<file path="src/rtl/imm_narrow_pkg.sv">
// imm_narrow_pkg: shared types and constants for the immediate-narrowing block.
//   - DATA_W / WIDTH_W : datapath width and width-counter width
//   - imm_state_e      : controller states (IMM_IDLE, IMM_SCAN, IMM_DONE)
//   - IMM_ZERO/IMM_SIGN: extension-mode encodings
//   - scan_ctx_t       : working context latched at accept and updated while scanning
//   - lead_redundant() : true when the current leading bit adds no information
package imm_narrow_pkg;

  localparam int unsigned DATA_W  = 8;
  localparam int unsigned WIDTH_W = 4;

  typedef enum logic [1:0] {
    IMM_IDLE = 2'd0,
    IMM_SCAN = 2'd1,
    IMM_DONE = 2'd2
  } imm_state_e;

  localparam logic IMM_ZERO = 1'b0;
  localparam logic IMM_SIGN = 1'b1;

  typedef struct packed {
    logic [DATA_W-1:0]  sh;    // value shifted left as leading bits are dropped
    logic [DATA_W-1:0]  held;  // untouched copy used to build the field
    logic               mode;  // IMM_ZERO or IMM_SIGN
    logic [WIDTH_W-1:0] w;     // current candidate width
  } scan_ctx_t;

  // Zero mode: a leading 0 is redundant. Sign mode: a leading bit equal to
  // its neighbour is a redundant sign copy.
  function automatic logic lead_redundant(input logic [1:0] top, input logic mode);
    logic red;
    red = 1'b0;
    if (mode == IMM_SIGN) begin
      red = (top[1] == top[0]);
    end else begin
      red = ~top[1];
    end
    return red;
  endfunction

endpackage

</file>
<file path="src/rtl/imm_narrow_lead_step.sv">
// imm_narrow_lead_step: one leading-bit test of the narrowing scan.
// Ports:
//   i_sh_top : top two bits of the shift register
//   i_w      : current candidate width (1..8)
//   i_mode   : IMM_ZERO (zero-extension) or IMM_SIGN (sign-extension)
//   o_cont_c : 1 when the scan may drop another leading bit (combinational)
module imm_narrow_lead_step
  import imm_narrow_pkg::*;
(
  input  logic [1:0]         i_sh_top,
  input  logic [WIDTH_W-1:0] i_w,
  input  logic               i_mode,
  output logic               o_cont_c
);

  // Width 1 is the floor; never narrow past it.
  always_comb begin
    o_cont_c = 1'b0;
    if (i_w > WIDTH_W'(1)) begin
      o_cont_c = lead_redundant(i_sh_top, i_mode);
    end
  end

endmodule

</file>
<file path="src/rtl/imm_narrow.sv">
// imm_narrow: finds the minimal zero- or sign-extended width of an 8-bit value,
// one leading bit per clock, and emits the N-bit instruction field.
// Optional build macro: IMM_NARROW_SAT_EN -- when the value does not fit,
// out_field saturates (unsigned: all ones; signed: max positive / min negative)
// instead of truncating. out_fits/out_width are identical in both builds.
// Ports:
//   clock, resetn           : clock, synchronous active-low reset
//   in_valid/in_ready       : input handshake (in_ready high only in IDLE)
//   in_data, in_signed      : value and extension mode, sampled at accept only
//   out_valid/out_ready     : output handshake, outputs held stable in DONE
//   out_field, out_fits     : N-bit field and fit flag (out_width <= N)
//   out_width               : minimal width 1..8 (0 after reset)
module imm_narrow
  import imm_narrow_pkg::*;
#(
  parameter int unsigned N = 3
) (
  input  logic               clock,
  input  logic               resetn,
  input  logic               in_valid,
  output logic               in_ready,
  input  logic [DATA_W-1:0]  in_data,
  input  logic               in_signed,
  output logic               out_valid,
  input  logic               out_ready,
  output logic [N-1:0]       out_field,
  output logic               out_fits,
  output logic [WIDTH_W-1:0] out_width
);

  imm_state_e         r_state;
  imm_state_e         w_state_nxt;
  scan_ctx_t          r_ctx;
  scan_ctx_t          w_ctx_nxt;
  logic               r_in_ready;
  logic               w_in_ready_nxt;
  logic               r_out_valid;
  logic               w_out_valid_nxt;
  logic [N-1:0]       r_out_field;
  logic [N-1:0]       w_out_field_nxt;
  logic               r_out_fits;
  logic               w_out_fits_nxt;
  logic [WIDTH_W-1:0] r_out_width;
  logic [WIDTH_W-1:0] w_out_width_nxt;

  logic               w_cont_c;
  logic               w_fits_c;
  logic [N-1:0]       w_field_c;
  logic               w_unused_held;

  assign in_ready  = r_in_ready;
  assign out_valid = r_out_valid;
  assign out_field = r_out_field;
  assign out_fits  = r_out_fits;
  assign out_width = r_out_width;

  // Only the low field bits (and the sign bit when saturating) of the held copy matter.
  assign w_unused_held = ^r_ctx.held;

  // Leading-bit test for the current scan step.
  imm_narrow_lead_step u_lead_step (
    .i_sh_top (r_ctx.sh[DATA_W-1 -: 2]),
    .i_w      (r_ctx.w),
    .i_mode   (r_ctx.mode),
    .o_cont_c (w_cont_c)
  );

  assign w_fits_c = (r_ctx.w <= WIDTH_W'(N));

`ifdef IMM_NARROW_SAT_EN
  localparam logic [N-1:0] FIELD_ONES = '1;
  localparam logic [N-1:0] FIELD_SPOS = FIELD_ONES >> 1;
  localparam logic [N-1:0] FIELD_SNEG = ~FIELD_SPOS;

  // Saturate an out-of-range value toward the nearest representable extreme.
  always_comb begin
    w_field_c = r_ctx.held[N-1:0];
    if (!w_fits_c) begin
      if (r_ctx.mode == IMM_ZERO) begin
        w_field_c = FIELD_ONES;
      end else if (!r_ctx.held[DATA_W-1]) begin
        w_field_c = FIELD_SPOS;
      end else begin
        w_field_c = FIELD_SNEG;
      end
    end
  end
`else
  // Plain truncation to the field width.
  always_comb begin
    w_field_c = r_ctx.held[N-1:0];
  end
`endif

  // State register.
  always_ff @(posedge clock) begin
    if (!resetn) begin
      r_state <= IMM_IDLE;
    end else begin
      r_state <= w_state_nxt;
    end
  end

  // Next-state logic.
  always_comb begin
    w_state_nxt = r_state;
    case (r_state)
      IMM_IDLE: if (in_valid)  w_state_nxt = IMM_SCAN;
      IMM_SCAN: if (!w_cont_c) w_state_nxt = IMM_DONE;
      IMM_DONE: if (out_ready) w_state_nxt = IMM_IDLE;
      default:                 w_state_nxt = IMM_IDLE;
    endcase
  end

  // Datapath and output next values; everything leaves the block registered.
  always_comb begin
    w_ctx_nxt       = r_ctx;
    w_out_valid_nxt = r_out_valid;
    w_out_field_nxt = r_out_field;
    w_out_fits_nxt  = r_out_fits;
    w_out_width_nxt = r_out_width;
    w_in_ready_nxt  = (w_state_nxt == IMM_IDLE);
    case (r_state)
      IMM_IDLE: begin
        if (in_valid) begin
          w_ctx_nxt.sh   = in_data;
          w_ctx_nxt.held = in_data;
          w_ctx_nxt.mode = in_signed;
          w_ctx_nxt.w    = WIDTH_W'(DATA_W);
        end
      end
      IMM_SCAN: begin
        if (w_cont_c) begin
          w_ctx_nxt.sh = {r_ctx.sh[DATA_W-2:0], 1'b0};
          w_ctx_nxt.w  = r_ctx.w - WIDTH_W'(1);
        end else begin
          w_out_width_nxt = r_ctx.w;
          w_out_fits_nxt  = w_fits_c;
          w_out_field_nxt = w_field_c;
          w_out_valid_nxt = 1'b1;
        end
      end
      IMM_DONE: begin
        // Result data stays on the bus after the handshake; only valid drops.
        if (out_ready) begin
          w_out_valid_nxt = 1'b0;
        end
      end
      default: begin
        w_out_valid_nxt = 1'b0;
      end
    endcase
  end

  // Datapath and output registers.
  always_ff @(posedge clock) begin
    if (!resetn) begin
      r_ctx       <= '0;
      r_in_ready  <= 1'b1;
      r_out_valid <= 1'b0;
      r_out_field <= '0;
      r_out_fits  <= 1'b0;
      r_out_width <= '0;
    end else begin
      r_ctx       <= w_ctx_nxt;
      r_in_ready  <= w_in_ready_nxt;
      r_out_valid <= w_out_valid_nxt;
      r_out_field <= w_out_field_nxt;
      r_out_fits  <= w_out_fits_nxt;
      r_out_width <= w_out_width_nxt;
    end
  end

endmodule

</file>
<file path="config.mk">
export PLATFORM = sky130hd
export DESIGN_NAME = imm_narrow
export DESIGN_NICKNAME = d
export VERILOG_FILES = /design/src/rtl/imm_narrow_pkg.sv /design/src/rtl/imm_narrow_lead_step.sv /design/src/rtl/imm_narrow.sv
export SDC_FILE = /design/constraint.sdc
export NUM_CORES = 1
export LEC_CHECK = 0
export CAP_MARGIN = 20
export CORE_UTILIZATION = 50
export DETAILED_ROUTE_END_ITERATION = 12
export PLACE_DENSITY = 0.84
export SLEW_MARGIN = 20
export SYNTH_ARGS = -nofsm -noshare
export SYNTH_HDL_FRONTEND = slang
export SYNTH_SLANG_ARGS = --single-unit
</file>
<file path="constraint.sdc">
create_clock -name clock -period 2.2 [get_ports clock]
set_input_delay 0.22 -clock clock [delete_from_list [all_inputs] [get_ports clock]]
set_output_delay 0.22 -clock clock [all_outputs]
set_load 0.01 [all_outputs]
</file>
==> key figures <==
Synthesis
  • Post-synthesis xor/xnor area fraction: 0
  • Most frequent cell after synthesis: dfxtp_1
  • Seq/Total Area, Yosys: 0.4553
  • Cell taking the most area after synthesis: dfxtp_1
  • Post-synthesis compound-gate area fraction: 0.2266
  • Cell count after synthesis: 140
  • Mean area per synthesized cell: 8.794 µm²
  • Top post-synthesis cells by count: dfxtp_1 (28), nand2_1 (24), nand3_1 (18)
  • Largest cells by area after synthesis: dfxtp_1 (46%), nand3_1 (7.3%), nand2_1 (7.3%), a21boi_0 (6.1%), o211a_1 (5.7%)
  • Synthesized flop and latch total: 28
  • Post-Syn Area: 1231 µm²
  • Synthesized Nets: 155
  • Post-synthesis mux area share: 0.02439
  • Yosys cell types: 29
  • Top_reg_cell synth: dfxtp_1
  • Adder-Cell Fraction of Synth Area: 0.02033
  • Post-synth ARST share: 0
  • Synth Area in Simple Gates: 0.2317
  • Area fraction of the dominant cell type after synthesis: 0.4553
  • Ys Warns: 0
  • Main combinational cell family by area after synthesis: simple AND/OR/NAND/NOR gates
  • Post-synth EDFFs: 0

Hold path
  • Worst hold path depth: 3
  • Hold crit path type: input pin to register
  • Hold Startpoint: in_data[0]

CTS
  • Post-CTS Setup Inserts: 0
  • Clock buffer count from CTS: 3
  • Longest Clk Path Bufs: 2
  • Gates resized, CTS repair: 0
  • H-Tree Depth: 1
  • Clock transition at path regs: 150 ps
  • Clk root buf: clkbuf_4
  • Clk sinks: 28
  • Worst-Skew Late Latency: 330 ps
  • CTS tree: yes
  • Post-CTS Hold Buffers: 0

Final layout
  • Area growth syn-to-layout: 24.80%
  • Final instance area: 1536 µm²
  • Layout Nets: 178
  • Share of cells above drive strength 1: 0.08025
  • Diode count: 0

Power
  • Pwr/cell area: 780.8 nW/µm²
  • Net Sw Frac: 0.2711
  • Clock group share of total power: 0.276
  • Net Switching: 325.2 µW
  • Combinational Power Share: 0.227
  • Sequential Power Share: 0.497
  • Worst IR drop on VDD: 0.6306 mV
  • Leak: 0.0006427 µW
  • Int Pwr: 874.4 µW

Floorplan
  • # rows: 17
  • Die Wd: 51.62 µm
  • IO Pins: 23
  • Die Area: 2665 µm²
  • Core ar.: 2276 µm²
  • Initial Util: 0.5410
  • Die H: 51.62 µm

Global routing
  • Remaining Overflow, GRT: 0
  • Initial antenna violation count: 0
  • Vias in the first global route: 993
  • Largest net degree at the start of global routing: 22
  • Gr usage total: 0.2075
  • First-pass GRT wire length: 4.112 mm

Place
  • Post-DP Area: 1484 µm²
  • Place WS: 250.6 ps
  • # port buffers: 22
  • GP Congestion: 0.7021
  • Hpwl dp: 1.782 mm

Timing
  • Final WS setup: 218.4 ps
  • Fmax: 504.6 MHz
  • Crit path time final: 1982 ps
  • Max Slew Vio Count: 0
  • Clock skew: 12.30 ps
  • Final period utilization: 0.9007
  • Setup_tns: 0 ps
  • Hold Slack: 457.5 ps
  • Worst slew pin tran: 626.9 ps
  • Final count of negative-setup-slack endpoints: 0
  • RSZ-0062 raised after global routing: false
  • Relative slew slack: 0.5807
  • Fin. Hold Viols: 0

Critical path
  • Worst reg2reg path depth: 8
  • Crit. Startpoint: r_ctx[0]$_SDFFE_PN0P_
  • Critical path arrival: 2220 ps
  • CP Class: register to register
  • Maximum fanout along the worst path: 16
  • Worst r2r src: r_ctx[0]$_SDFFE_PN0P_
  • Startpoint Class: register
  • CP required: 2430 ps
  • Crit. End Element: register

Detailed routing
  • DR vias/cell: 5.621
  • DR WL/cell: 12.87 µm
  • Drt pass-1 iters: 4
  • Via Count: 1068
  • DRC Markers: 0
  • DRT Wirelength: 2.445 mm
  • Drt initial violations: 16
  • Remaining antenna violation count: 0

Job
  • Max_cap viols: 0

Run status
  • Status: finished, final reports clean
==> layout make-up <==
class                      count  area, µm²
inverter                       3      11.26
clock buffer                   3      22.52
timing repair buffer          27      257.7
clock inverter                 1      30.03
fill                         198      739.5
tap                           28      35.03
multi-input combinational    100      619.3
sequential                    28      560.5
==> state kept, by name, summed over array words and instances (netlist names) <==
signal	cells
out_width	4
out_field	3
in_ready	1
out_valid	1
out_fits	1
r_state	2
r_ctx	16
==> cells by family after synthesis <==
family,after synthesis
and+or+nand+nor,62
AOI/OAI and AO/OA,33
DFF,28
buffers and inverters,12
muxes,3
adders and majority gates,2
==> layout by cell type, fill, tap and decap left out, types with 2 or more instances in the layout <==
cell / netlist / layout
a21boi_0: 10 / 10
a21oi_1: 2 / 2
a31o_2: 2 / 2
and2_1: 3 / 3
and3_1: 2 / 2
buf_4: 1 / 5
clkbuf_4: 0 / 3
clkdlybuf4s50_1: 0 / 22
dfxtp_1: 28 / 28
ha_1: 2 / 2
inv_1: 3 / 3
mux2i_1: 3 / 3
nand2_1: 24 / 24
nand3_1: 18 / 18
nor2_1: 7 / 7
nor2b_1: 4 / 4
nor3_1: 2 / 2
o211a_1: 7 / 7
o21a_1: 2 / 2
o21ai_0: 3 / 3
==> worst max-delay path, cell delays in order, from the launching register on <==
cell and delay, ps:
dfxtp_1 430, inv_1 90, ha_1 240, nor2_1 200
o32ai_4 140, o21ai_2 270, buf_4 260, o211ai_1 120
o211a_1 140
==> layer usage <==
layer | up-vias | GRT usage | wire (µm)
met5 | - | 0 | 0
met4 | 0 | 0.06306 | 19
met3 | 5 | 0.05556 | 85
met2 | 19 | 0.3831 | 1230
met1 | 509 | 0.2287 | 1109
li1 | 535 | - | -
==> metrics by stage <==
stage          total power, µW    util  std cells
3_3_place_gp             863.7  0.6520        186
4_1_cts                   1209  0.6751        190
6_report                  1200  0.6751        190
3_5_place_dp             878.6  0.6520        186
2_1_floorplan            787.3       -        140
5_1_grt                   1266  0.6751        190
==> path summary, 6_finish.rpt <==
path	to	slack, ps
max	r_ctx[14]$_SDFFE_PN0P_	220
min	r_ctx[5]$_SDFFE_PN0P_	460
max reg2reg	r_ctx[14]$_SDFFE_PN0P_	220
min reg2reg	out_fits$_SDFFE_PN0P_	470
==> power by group through the flow <==
stage / sequential (µW) / clock (µW) / combinational [µW]
6_report: 596 / 331 / 273
5_1_grt: 602 / 365 / 300
4_1_cts: 595 / 339 / 275
3_5_place_dp: 606 / 0 / 272
3_3_place_gp: 603 / 0 / 260
2_1_floorplan: 604 / 0 / 183
(Power assumes the default switching activity.)
